<file path="src/rtl/key_pkg.sv">
// key_pkg: shared state encoding and 50 MHz default timing for the KEY conditioning blocks.
package key_pkg;

    typedef enum logic [1:0] {
        IDLE         = 2'd0,
        PRESS_WAIT   = 2'd1,
        HELD         = 2'd2,
        RELEASE_WAIT = 2'd3
    } key_state_e;

    // Defaults for a 50 MHz board clock
    localparam int DEF_DEBOUNCE_CYCLES = 500000;    // 10 ms
    localparam int DEF_REPEAT_DELAY    = 25000000;  // 500 ms
    localparam int DEF_REPEAT_PERIOD   = 5000000;   // 100 ms
    localparam int DEF_CNT_W           = 25;

    // Longest window the shared timer ever has to measure
    function automatic int max3(input int a, input int b, input int c);
        int m;
        m = (a > b) ? a : b;
        return (m > c) ? m : c;
    endfunction

endpackage

</file>
<file path="src/rtl/sync_2ff.sv">
// sync_2ff: two-flop synchroniser for asynchronous board inputs (KEY/SW), reset value selectable.
module sync_2ff #(
    parameter int           W         = 1,
    parameter logic [W-1:0] RESET_VAL = '1
) (
    input  logic         clock,
    input  logic         reset,
    input  logic [W-1:0] d,
    output logic [W-1:0] q
);

    logic [W-1:0] s1;

    // Metastability chain: d -> s1 -> q
    always_ff @(posedge clock) begin
        if (reset) begin
            s1 <= RESET_VAL;
            q  <= RESET_VAL;
        end else begin
            s1 <= d;
            q  <= s1;
        end
    end

endmodule

</file>
<file path="src/rtl/key_debounce_pulse.sv">
// key_debounce_pulse: synchronise and debounce one active-low KEY, emit press/release strobes.
// Optional auto-repeat of press_pulse while held: define KEY_AUTOREPEAT_EN.
module key_debounce_pulse
    import key_pkg::*;
#(
    parameter int DEBOUNCE_CYCLES = DEF_DEBOUNCE_CYCLES,
    parameter int REPEAT_DELAY    = DEF_REPEAT_DELAY,
    parameter int REPEAT_PERIOD   = DEF_REPEAT_PERIOD,
    parameter int CNT_W           = DEF_CNT_W
) (
    input  logic clock,
    input  logic reset,
    input  logic key_n,
    output logic key_level,
    output logic press_pulse,
    output logic release_pulse
);

    localparam logic [CNT_W-1:0] DB_LAST = CNT_W'(DEBOUNCE_CYCLES - 1);
    // The timer never needs to count past its longest window, so it parks there instead of wrapping
    localparam logic [CNT_W-1:0] TIMER_CAP =
        CNT_W'(max3(DEBOUNCE_CYCLES, REPEAT_DELAY, REPEAT_PERIOD) - 1);

    logic             s2;
    key_state_e       state, state_nxt;
    logic [CNT_W-1:0] timer, timer_nxt, timer_inc;
    logic             level_nxt, press_nxt, release_nxt;

`ifdef KEY_AUTOREPEAT_EN
    localparam logic [CNT_W-1:0] RPT_DLY_LAST = CNT_W'(REPEAT_DELAY - 1);
    localparam logic [CNT_W-1:0] RPT_PER_LAST = CNT_W'(REPEAT_PERIOD - 1);
    // 0: waiting out the initial delay, 1: in the periodic phase
    logic rep, rep_nxt;
`endif

    sync_2ff #(
        .W         (1),
        .RESET_VAL (1'b1)
    ) u_sync (
        .clock (clock),
        .reset (reset),
        .d     (key_n),
        .q     (s2)
    );

    assign timer_inc = (timer >= TIMER_CAP) ? timer : timer + 1'b1;

    // State, timer and all outputs are registered; reset drops any pending strobe
    always_ff @(posedge clock) begin
        if (reset) begin
            state         <= IDLE;
            timer         <= '0;
            key_level     <= 1'b0;
            press_pulse   <= 1'b0;
            release_pulse <= 1'b0;
`ifdef KEY_AUTOREPEAT_EN
            rep           <= 1'b0;
`endif
        end else begin
            state         <= state_nxt;
            timer         <= timer_nxt;
            key_level     <= level_nxt;
            press_pulse   <= press_nxt;
            release_pulse <= release_nxt;
`ifdef KEY_AUTOREPEAT_EN
            rep           <= rep_nxt;
`endif
        end
    end

    // Next-state: a level change is accepted only after DEBOUNCE_CYCLES consecutive stable samples
    always_comb begin
        state_nxt   = state;
        timer_nxt   = timer;
        level_nxt   = key_level;
        press_nxt   = 1'b0;
        release_nxt = 1'b0;
`ifdef KEY_AUTOREPEAT_EN
        rep_nxt     = rep;
`endif
        case (state)
            IDLE: begin
                if (!s2) begin
                    state_nxt = PRESS_WAIT;
                    timer_nxt = '0;
                end
            end
            PRESS_WAIT: begin
                if (s2) begin
                    state_nxt = IDLE;
                end else if (timer == DB_LAST) begin
                    state_nxt = HELD;
                    level_nxt = 1'b1;
                    press_nxt = 1'b1;
                    timer_nxt = '0;
`ifdef KEY_AUTOREPEAT_EN
                    rep_nxt   = 1'b0;
`endif
                end else begin
                    timer_nxt = timer_inc;
                end
            end
            HELD: begin
                if (s2) begin
                    state_nxt = RELEASE_WAIT;
                    timer_nxt = '0;
                end
`ifdef KEY_AUTOREPEAT_EN
                else if (timer == (rep ? RPT_PER_LAST : RPT_DLY_LAST)) begin
                    press_nxt = 1'b1;
                    timer_nxt = '0;
                    rep_nxt   = 1'b1;
                end else begin
                    timer_nxt = timer_inc;
                end
`endif
            end
            RELEASE_WAIT: begin
                if (!s2) begin
                    // Glitch: back to HELD, repeat window starts over
                    state_nxt = HELD;
                    timer_nxt = '0;
`ifdef KEY_AUTOREPEAT_EN
                    rep_nxt   = 1'b0;
`endif
                end else if (timer == DB_LAST) begin
                    state_nxt   = IDLE;
                    level_nxt   = 1'b0;
                    release_nxt = 1'b1;
                end else begin
                    timer_nxt = timer_inc;
                end
            end
            default: state_nxt = IDLE;
        endcase
    end

endmodule

</file>
<file path="config.mk">
export PLATFORM = sky130hd
export DESIGN_NAME = key_debounce_pulse
export DESIGN_NICKNAME = d
export VERILOG_FILES = /design/src/rtl/key_pkg.sv /design/src/rtl/sync_2ff.sv /design/src/rtl/key_debounce_pulse.sv
export SDC_FILE = /design/constraint.sdc
export NUM_CORES = 1
export LEC_CHECK = 0
export ABC_AREA = 1
export CORE_MARGIN = 2
export CORE_UTILIZATION = 25
export CTS_BUF_LIST = sky130_fd_sc_hd__clkbuf_2 sky130_fd_sc_hd__clkbuf_4 sky130_fd_sc_hd__clkbuf_8
export DETAILED_ROUTE_END_ITERATION = 16
export SLEW_MARGIN = 25
export SYNTH_ARGS = -nofsm -noshare
export SYNTH_HDL_FRONTEND = slang
export SYNTH_HIERARCHICAL = 1
export SYNTH_SLANG_ARGS = --single-unit
</file>
<file path="constraint.sdc">
create_clock -name clock -period 3.7 [get_ports clock]
set_input_delay 1.11 -clock clock [delete_from_list [all_inputs] [get_ports clock]]
set_output_delay 1.11 -clock clock [all_outputs]
set_load 0.01 [all_outputs]
</file>
## Yosys cells after proc, flatten, opt, wreduce, memory -nomap -nowiden

Index checks and enable logic that the tools add are counted.
Widths: inputs -> output; s select.

- Flip-flop bits (word level): 32
- Input bits: 3
- Output and inout port bits: 3
- Logic and storage cells: 53

- Add/sub/neg operators: 1
- $lt $le $gt $ge: 1
- Equality and inequality tests: 13
- Multiplexer cells: 21
- Bitwise gates (word level): 3
- Reductions and logical operators: 7

Operator list:

| operator | number |
|---|---|
| $mux 25 | 7 |
| $pmux 25 s4 | 1 |
| $add 25x1->25 const B | 1 |
| $eq 25x19->1 const B | 1 |
| $ge 25x25->1 const B | 1 |
| $mux 2 | 6 |
| $ne 2x2->1 const B | 4 |
| $pmux 2 s4 | 1 |
| $reduce_and 4->1 | 2 |
| $ne 3x3->1 const B | 2 |
| $reduce_or 3->1 | 2 |
| $mux 1 | 5 |
| $reduce_and 5->1 | 1 |
| $eq 2x2->1 const B | 2 |
| $ne 2x1->1 const B | 2 |
| $ne 3x2->1 const B | 1 |
| $not 1->1 | 3 |
| $eq 2x1->1 const B | 1 |
| $logic_not 2->1 | 1 |
| $pmux 1 s2 | 1 |
| $reduce_bool 2->1 | 1 |

## Longest topological paths before layout

Gate-level depths: netlist (run 1).

- Word-level depth: 5
- Gate-level depth with buffers: 14
- Mapped depth without buffers: 14

## Hierarchy

Netlist (run 1), hierarchy kept.

By module, submodules not included:

| module | times used | cells each | area each (µm²) | seq. area each (µm²) |
|---|---|---|---|---|
| key_debounce_pulse | 1 | 305 | 1894.3 | 600.6 |
| sync_2ff | 1 | 7 | 58.8 | 40.0 |

## Least setup slack after synthesis (run 1)

OpenSTA, ideal clock, no wires.

- Path kind: reg2reg
- Start point: register timer[0]
- End point: register timer[22]
- Setup time: 114 ps
- Arrival: 1599 ps
- Data required time: 3586 ps
- Setup slack: 1987 ps
- Cell stages (with the launch flop): 15
- Path buffers: 0
- Period minus slack after synthesis: 1713 ps
- Cell sequence: dfxtp_1 -> ha_1 -> nand2_1 -> inv_1 -> nand2_1 -> nor2_1 -> nand2_1 -> inv_1 -> nand2_2 -> nor2_1 -> inv_1 -> nor2_1 -> nand2_1 -> nor2_1 -> nor2_2

- Longest elaborated chain between the ends: 5
- Elaborated cells on any way between the ends: 11
- Classes of those cells: add/sub: 1; order compare: 1; eq/ne: 2; mux: 6; reduce/logical: 1

RTL lines:

| what | line | text |
|---|---|---|
| start: declaration | key_debounce_pulse.sv:26 | `logic [CNT_W-1:0] timer, timer_nxt, timer_inc;` |
| start signal: assignment | key_debounce_pulse.sv:61 | `timer <= timer_nxt;` |
| $add 25x1->25 or $ge 25x25->1 (tied branches) | key_debounce_pulse.sv:46 | `assign timer_inc = (timer >= TIMER_CAP) ? timer : timer + 1'b1;` |
| $mux 25 | key_debounce_pulse.sv:46 |  |
| $mux 25, on equally long branches | key_debounce_pulse.sv:126, key_debounce_pulse.sv:91 |  |
| $mux 25, on equally long branches | key_debounce_pulse.sv:119, key_debounce_pulse.sv:89 |  |
| $pmux 25 s4 | key_debounce_pulse.sv:81 | `case (state)` |

Parallel ways exist; a longest one is shown, timed or not. The select of a mux whose other input is x is not followed.
A chain may end at the register's enable or synchronous reset.

## Worst setup path after layout (run 1)

- Start point: register key_level
- End point: output port key_level

RTL lines:

| what | line | text |
|---|---|---|
| start: declaration | key_debounce_pulse.sv:14 | `output logic key_level,` |
| start signal: assignment | key_debounce_pulse.sv:62 | `key_level <= level_nxt;` |

No word-level cell between the ends.

==> metrics.txt, run 1 <==
DR pass1 iterations=4; period utilization=61.07%; Tmin final=2.259 ns; Final Hold Violating Endpoints=0; first-pass GRT wire length=7872 um; Rows=32; sequential cell area=640.6 sq um; Die ar.=8536 sq um; RSZ-0062 raised after global routing=false; worst min-delay path category=register to register; Post-Syn Nets=316; Main synth FF type=dfxtp_1; ant diodes=0; worst-case clock buffer depth=2; total gr overflow=0; final setup fails=0; Worst-path clk slew=0.06 ns; Routability Congestion=0.8390; CP bufs+invs=1; outcome=finished, final reports clean; Syn. warnings=6; final slew viol count=0; compound-cell area share of the yosys netlist=6.726%; initial DRC count=132; delay-heaviest family, CP=buffers and inverters; Synth Area in Adders=0.6406%; PwrDens=350.4 nW/um^2; Worst EP required=2.59 ns; worst skew pair latency=0.28 ns; area occupied by multi-input gates=1139 sq um; met2 usage=18.92%; vias=1870; largest family of logic cells by synthesized area=simple AND/OR/NAND/NOR gates; number of fillers in the final layout=837; top post-synthesis cells by area=dfxtp_1 33%, nand2_1 15%, nor2_1 12%; max_cap viols=0; total negative slack=0 ns; Synth area leader=dfxtp_1; DIE WIDTH=92.39 um; fraction of registers with async set/reset=0%; cell with the most instances after synthesis=nand2_1; Synth-to-Final Area Change=13.13%; vias in the first global route=1758; H-tree level count=2; CTS buffer count=5; Pleak=0.0008379 uW; Final ANT Viol Nets=0; worst path cell trace=clkdlybuf4s50_1; post-synthesis xor/xnor area fraction=2.691%; slowest stage delay, CP=0.54 ns; WL final=4328 um; Slew headroom=71.24%; Avg Synthesized Cell Area=6.260 sq um; CTS tree=done; VDD IR-drop max=0.0002511 V; synthesized netlist cell count=312; top cell type's share of synthesized area=32.80%; met3 Use GR=2.441%; worst slew pin tran=0.4275 ns; Max Freq=442.6 MHz; Post-Layout Cell Count=424; Worst Skew=0.002429 ns; HPWL Detailed=3228 um; crit start category=register; drt via density=4.410; post-route cell area=2210 sq um; multiplexer share of the synthesized area=0%; core area=7647 sq um; Post-DP Area=2112 sq um; drt wl/cell=10.21 um; critical path endpoint category=output port; GR Util All Layers=11.23%; Power, Total=774.1 uW; I/O pin total=6; Post-synth top cells=78 x nand2_1, 63 x nor2_1, 32 x dfxtp_1, 30 x inv_1, 22 x nand3_1; CP max-delay cell=clkdlybuf4s50_1; GR Util met1=14.19%; Arr. time, crit path=1.15 ns; die height=92.39 um; Residual DRC=0; initial antenna violation count=0; worst-path maximum fanout=2; post-synthesis sequential area ratio=32.80%; cts hold-fix bufs=0; largest net degree at the start of global routing=17; Net count, final=325; GRT Max-Usage Layer=met2; IO Port Bufs=5; number of distinct library cells after synthesis=32; Sink Count=32; Crit Path Class=register to output port; CTS resizes=0; Initial Utilization=25.54%; Placed Cells=416; Synth Cell Area=1953 sq um; Post-Synth Simple-Gate Area=48.24%; flops & latches, synth=32; clk root buf=clkbuf_8; Setup Buffers After CTS=0; Post-synth EDFFs=0; share of cells above drive strength 1=12.73%
-- path summary, 6_finish.rpt --
check | from | depth (start not counted) | slack [ns] | to
min | u_sync/s1 | 2 | 0.41 | u_sync/q
max | key_level | 1 | 1.44 | key_level
max reg2reg | timer[0] | 13 | 1.63 | timer[9]
min reg2reg | u_sync/s1 | 2 | 0.41 | u_sync/q
-- cell type report --
| class | instances | share of cell area, % |
|---|---|---|
| tap | 102 | 5.776 |
| inverter | 39 | 6.682 |
| multi-input combinational | 237 | 51.53 |
| clock buffer | 8 | 4.417 |
| timing repair buffer | 6 | 2.605 |
| sequential | 32 | 28.99 |
-- kinds of logic after synthesis --
group / count (synthesis)
AO/OA/AOI/OAI: 23
adder cells (fa/ha/maj): 1
XOR/XNOR: 6
buffers and inverters: 43
AND/OR/NAND/NOR: 207
flip-flops: 32
-- worst reg2reg max path: cells and delay by family (launching register included) --
| family | cells | cell delay (ns) |
|---|---|---|
| simple gates | 9 | 1.12 |
| buf+inv | 3 | 0.31 |
| flops | 1 | 0.38 |
| fa+ha+maj | 1 | 0.20 |
-- registers in the layout, indices dropped and copies added, names as in the netlist, named ones only --
name	cells
release_pulse	1
u_sync/s1	1
state	1
timer	25
press_pulse	1
key_level	1
u_sync/q	1
-- report_power, final --
| group | leakage, uW | internal (uW) | switching [uW] |
|---|---|---|---|
| Sequential | 0.000259 | 355 | 12.0 |
| Combinational | 0.000527 | 36.4 | 78.7 |
| Clock | 0.0000523 | 166 | 126 |
-- metal layers --
layer	vias up	wire length (um)
met4	0	51
li1	1003	-
met2	43	1962
met1	817	2111
met3	7	203
met5	-	0
-- stage by stage --
stage	utilization, %	setup slack (ns)	hold slack [ns]
after floorplan	-	1.987	0.3795
after global placement	27.62	1.352	0.3859
after detailed placement	27.62	1.302	0.3940
after CTS	28.89	1.427	0.4104
after global routing	28.89	1.342	0.4345
final	28.89	1.441	0.4058
-- layout by cell type, fill, tap and decap left out, types with 4 or more instances in the layout --
| cell | synthesis | layout |
|---|---|---|
| nand2_2 | 4 | 4 |
| dfxtp_1 | 32 | 32 |
| a21oi_1 | 12 | 12 |
| o21ai_1 | 4 | 4 |
| clkbuf_8 | 0 | 6 |
| nand4_1 | 9 | 9 |
| inv_2 | 8 | 8 |
| xor2_1 | 6 | 6 |
| nor2_2 | 14 | 14 |
| nand2_1 | 78 | 78 |
| nor3_1 | 7 | 7 |
| inv_1 | 30 | 30 |
| nor2_1 | 63 | 63 |
| nand3_1 | 22 | 22 |
| clkdlybuf4s50_1 | 0 | 5 |
(Power assumes the default switching activity.)
==> run 2: changes to the inputs <==
- clock period: 3.7 -> 2.13 ns (I/O delays scaled with it)
==> run 2 against run 1 <==
Highest routed layer unchanged. Cell count is 0.24% higher. Sequential share of layout area is 0.16 points lower. Register-to-register slack worse by 1.4 ns. First-iteration DRC count is 32% higher.
==> metrics.txt, run 2 (same netlist as run 1, synthesis figures left out) <==
total negative slack=0 ns (unchanged); worst reg2reg setup slack=0.19 ns (-1.44 ns); Max Freq=516.4 MHz; Net count, final=327 (+0.62%); vias in the first global route=1747 (-0.63%); first-pass GRT wire length=7838 um (-0.43%); final setup fails=0 (unchanged); worst-path maximum fanout=10 (+8); core area=7647 sq um (unchanged); Routability Congestion=0.9056 (+7.9%); Residual DRC=0 (unchanged); IO Port Bufs=5 (unchanged); Initial Utilization=25.54% (unchanged); Worst-path clk slew=0.07 ns (about the same); Hold Slack=0.4106 ns (+0.004742 ns); most frequent cells in the layout=77 x nand2_1, 62 x nor2_1, 32 x dfxtp_1; Worst Skew=0.008404 ns (+0.005975 ns); Hold Path Origin=u_sync/s1; max reg flops=25 (unchanged); die height=92.39 um (unchanged); Rows=32 (unchanged); Tmin final=1.936 ns; final slew viol count=0 (unchanged); r2r worst-path depth=12 (-1); cts hold-fix bufs=0 (unchanged); Pleak=0.0008358 uW (-0.25%); outcome=finished, final reports clean; Sink Count=32 (unchanged); period utilization=90.91%; worst min-delay path category=register to register; Die ar.=8536 sq um (unchanged); VDD IR-drop max=0.0004104 V (+63%); Arr. time, crit path=2.12 ns (+0.97 ns); RR Endpoint=timer[8]; fin util=29.06% (+0.16 points); Top reg by flops=timer; reg2reg start=timer[0]; worst skew pair latency=0.28 ns (about the same); post-route cell area=2222 sq um (+0.57%); Synth-to-Final Area Change=13.77%; clk root buf=clkbuf_8; max_cap viols=0 (unchanged); initial antenna violation count=0 (unchanged); drt via density=4.456 (+1.0%); largest net degree at the start of global routing=17 (unchanged); ant diodes=0 (unchanged); Slew headroom=71.22% (about the same); vias=1894 (+1.3%); DR pass1 iterations=4 (unchanged); worst slew pin tran=0.4285 ns (+0.001015 ns); CTS resizes=0 (unchanged); share of cells above drive strength 1=13.62% (+0.89 points); Crit Path Class=register to register; DIE WIDTH=92.39 um (unchanged); H-tree level count=2 (unchanged); worst-case clock buffer depth=2 (unchanged); RSZ-0062 raised after global routing=true; number of fillers in the final layout=857 (+2.4%); I/O pin total=6 (unchanged); worst hold endpoint=u_sync/q; hold path cells=2 (unchanged); Setup Buffers After CTS=0 (unchanged); crit start category=register; drt wl/cell=10.91 um (+6.8%); critical path endpoint category=register; WL final=4635 um (+7.1%); CTS tree=done; Worst EP required=2.31 ns (-0.28 ns); HPWL Detailed=3354 um (+3.9%); PwrDens=592.9 nW/um^2 (+69%); total gr overflow=0 (unchanged); commonest non-fill, non-tap cell in the layout=nand2_1; Final ANT Viol Nets=0 (unchanged); CTS buffer count=5 (unchanged); Post-DP Area=2120 sq um (+0.36%); GR Util All Layers=11.15% (-0.078 points); initial DRC count=174 (+32%); Final Hold Violating Endpoints=0 (unchanged)
[run 2: layout make-up]
cell class | count | area, sq um | share of cell area (%)
multi-input combinational | 238 | 1160 | 52.20
tap | 102 | 127.6 | 5.743
timing repair buffer | 7 | 65.06 | 2.928
inverter | 39 | 147.6 | 6.644
clock inverter | 2 | 12.51 | 0.5631
sequential | 32 | 640.6 | 28.83
clock buffer | 5 | 68.82 | 3.097
[run 2: routing by layer]
layer / GRT usage, % / wire (um)
met5: 0 / 0
met4: 1.741 / 35
met3: 2.441 / 299
met2: 18.92 / 2076
met1: 14.75 / 2223
[run 2: stage by stage]
step           setup slack, ns  power [uW]  cells
2_1_floorplan           0.4172       817.9    312
3_3_place_gp            0.2373       855.9    417
3_5_place_dp            0.2276       857.5    417
4_1_cts                 0.1969        1302    424
5_1_grt               -0.01874        1389    425
6_report                0.1935        1318    425
[run 2: worst max-delay path, cell delays in order, from the launching register on]
cell,delay [ns]
dfxtp_1,0.38
ha_1,0.21
nand2_1,0.06
inv_1,0.07
nand2_1,0.11
inv_1,0.10
nand2_1,0.05
inv_1,0.10
nand3_1,0.21
nand3_2,0.22
inv_2,0.12
a21oi_1,0.17
nor2_2,0.05
[run 2: power breakdown]
part	switching (uW)	leakage (uW)	internal, uW	total [uW]
sequential	20.3	0.000259	616	637
clock	234	0.0000400	221	455
combinational	151	0.000537	74.3	226
[run 2: how the worst max path moves through the flow]
| stage | from | to | slack [ns] | depth (start not counted) |
|---|---|---|---|---|
| floorplan | timer[0] | timer[22] | 0.42 | 14 |
| global placement | timer[9] | timer[20] | 0.24 | 12 |
| detailed placement | reset | key_level | 0.23 | 5 |
| CTS | timer[0] | timer[24] | 0.20 | 13 |
| global route | timer[0] | timer[22] | -0.02 | 14 |
| finish | timer[0] | timer[8] | 0.19 | 12 |
==> run 3: changes to the inputs <==
- CORE_UTILIZATION: 25 -> 60
- PLACE_DENSITY: default -> 0.78
==> run 3 against run 2 <==
Sequential share of layout area grew 1.2 points. Total power fell by 5.1%. Die area fell by 56%. Core utilization grew 40 points. Register-to-register slack got worse by 0.02 ns. Fmax decreased by 1.0%. Routed wire length is 9.0% lower. Via count down 2.0%. Critical path depth grew 1. Critical endpoint is now timer[13]. Largest cell class unchanged.
==> metrics.txt, run 3 (same netlist as run 1, synthesis figures left out) <==
CTS buffer count=5 (unchanged); post-route cell area=2140 sq um (-3.7%); RSZ-0062 raised after global routing=false; ant diodes=0 (unchanged); worst skew pair latency=0.34 ns (+0.06 ns); final setup margin=0.1735 ns (-0.02006 ns); commonest non-fill, non-tap cell in the layout=nand2_1; Final ANT Viol Nets=0 (unchanged); drt via density=5.046 (+13%); drt wl/cell=11.47 um (+5.1%); PwrDens=584.4 nW/um^2 (-1.4%); Post-DP Area=2047 sq um (-3.4%); Crit Path Class=register to register; met3 Use GR=6.933% (+4.5 points); area occupied by multi-input gates=1144 sq um (-1.4%); period utilization=91.86% (+0.94 points); vias=1857 (-2.0%); clk root buf=clkbuf_4; initial DRC count=114 (-34%); combinational share of power=17.8% (+0.7 points); sw frac=29.22% (-1.6 points); worst path cell trace=ha_1 > nand2_1 > inv_1 > nand2_1 > nor2_2 > nand3_4 > nand2_2 > nand2_2 > nand2_1 > nor2_1 > nand3_1 > nand2_1 > nor2_2; clock power share=31.1% (-3.4 points); GRT Max-Usage Layer=met2; Final Hold Violating Endpoints=0 (unchanged); worst-path maximum fanout=9 (-1); most frequent cells in the layout=78 x nand2_1, 61 x nor2_1, 31 x dfxtp_1; core area=3078 sq um (-60%); Routability Congestion=0.9418 (+4.0%); Pleak=0.0008403 uW (+0.54%); I/O pin total=6 (unchanged); largest net degree at the start of global routing=17 (unchanged); HPWL Detailed=3198 um (-4.6%); critical path endpoint category=register; number of fillers in the final layout=286 (-67%); total gr overflow=0 (unchanged); CP max-delay cell=dfxtp_2; Max Freq=511.1 MHz (-1.0%); Worst EP required=2.37 ns (+0.06 ns); Tmin final=1.957 ns (+0.02006 ns); H-tree level count=2 (unchanged); WL final=4220 um (-9.0%); final slew viol count=0 (unchanged); share of cells above drive strength 1=14.20% (+0.58 points); Slew headroom=71.57% (+0.35 points); DIE WIDTH=61.06 um (-34%); worst slew pin tran=0.4232 ns (-0.005258 ns); first-pass GRT wire length=7065 um (-9.9%); cts hold-fix bufs=0 (unchanged); max reg flops=25 (unchanged); Worst Skew=0.01236 ns (+0.003953 ns); Rows=20 (-38%); Residual DRC=0 (unchanged); most frequent CP cell=nand2_1; max_cap viols=0 (unchanged); total negative slack=0 ns (unchanged); Top reg by flops=timer; CTS tree=done; Synth-to-Final Area Change=9.545%; met2 usage=39.36% (+20 points); final setup fails=0 (unchanged); vias in the first global route=1631 (-6.6%); slowest stage delay, CP=0.34 ns (-0.04 ns); VDD IR-drop max=0.0005517 V (+34%); IO Port Bufs=5 (unchanged); DP Worst Slack=0.1559 ns (-0.07169 ns); worst-case clock buffer depth=2 (unchanged); crit start category=register; Die ar.=3728 sq um (-56%); GR Util All Layers=25.95% (+15 points); die height=61.06 um (-34%); Net count, final=327 (unchanged); worst min-delay path category=register to register; CP bufs+invs=1 (-3); outcome=finished, final reports clean; Switch Pwr=365.4 uW (-9.9%); DR pass1 iterations=4 (unchanged); initial antenna violation count=0 (unchanged); sequential share of power=51.0% (+2.7 points); Initial Utilization=63.46% (+38 points); GR Util met1=34.86% (+20 points); Sink Count=32 (unchanged); Arr. time, crit path=2.19 ns (+0.07 ns); Worst-path clk slew=0.10 ns (+0.03 ns); delay-heaviest family, CP=simple AND/OR/NAND/NOR gates; Internal Power=885.0 uW (-3.0%); sequential cell area=641.9 sq um (+0.20%)
run 3: timing repair:
item,in CTS,in global routing
gates resized for setup,0,3
endpoints found under the setup margin,0,5
buffers inserted,0,1
run 3: layout make-up:
cell class | instances | area share [%]
multi-input cells | 237 | 53.45
flip-flops and latches | 32 | 30.00
inverters | 39 | 6.901
repair buffers | 8 | 3.977
clock buffers | 8 | 3.099
well taps | 44 | 2.573
run 3: through the flow:
| step | cells | hold WS [ns] | util, % | power, uW |
|---|---|---|---|---|
| floorplan | 312 | 0.3795 | - | 817.9 |
| global placement | 359 | 0.3867 | 66.50 | 854.0 |
| detailed placement | 359 | 0.4057 | 66.50 | 858.0 |
| CTS | 367 | 0.4183 | 68.66 | 1250 |
| global route | 368 | 0.4229 | 69.51 | 1317 |
| finish | 368 | 0.4058 | 69.51 | 1250 |
run 3: layer usage:
layer  vias up  routed length [um]
met5         -                   0
li1       1013                   -
met4         0                  79
met1       787                1986
met3         9                 231
met2        48                1923
run 3: power groups by stage:
| stage | logic, uW | registers [uW] | clock network (uW) |
|---|---|---|---|
| 5_1_grt | 253 | 641 | 423 |
| 4_1_cts | 208 | 637 | 404 |
| 2_1_floorplan | 172 | 646 | 0 |
| 6_report | 223 | 638 | 389 |
| 3_5_place_dp | 208 | 650 | 0 |
| 3_3_place_gp | 204 | 650 | 0 |
run 3: final timing paths:
kind,start,end,slack [ns],cells after the start
max,timer[0],timer[13],0.17,13
min,u_sync/s1,u_sync/q,0.41,2
max reg2reg,timer[0],timer[13],0.17,13
min reg2reg,u_sync/s1,u_sync/q,0.41,2
run 3: tightest hold or removal path: stages, from the launching register on:
cell and delay, ns:
dfxtp_1 0.32, inv_1 0.03, nand2_1 0.04
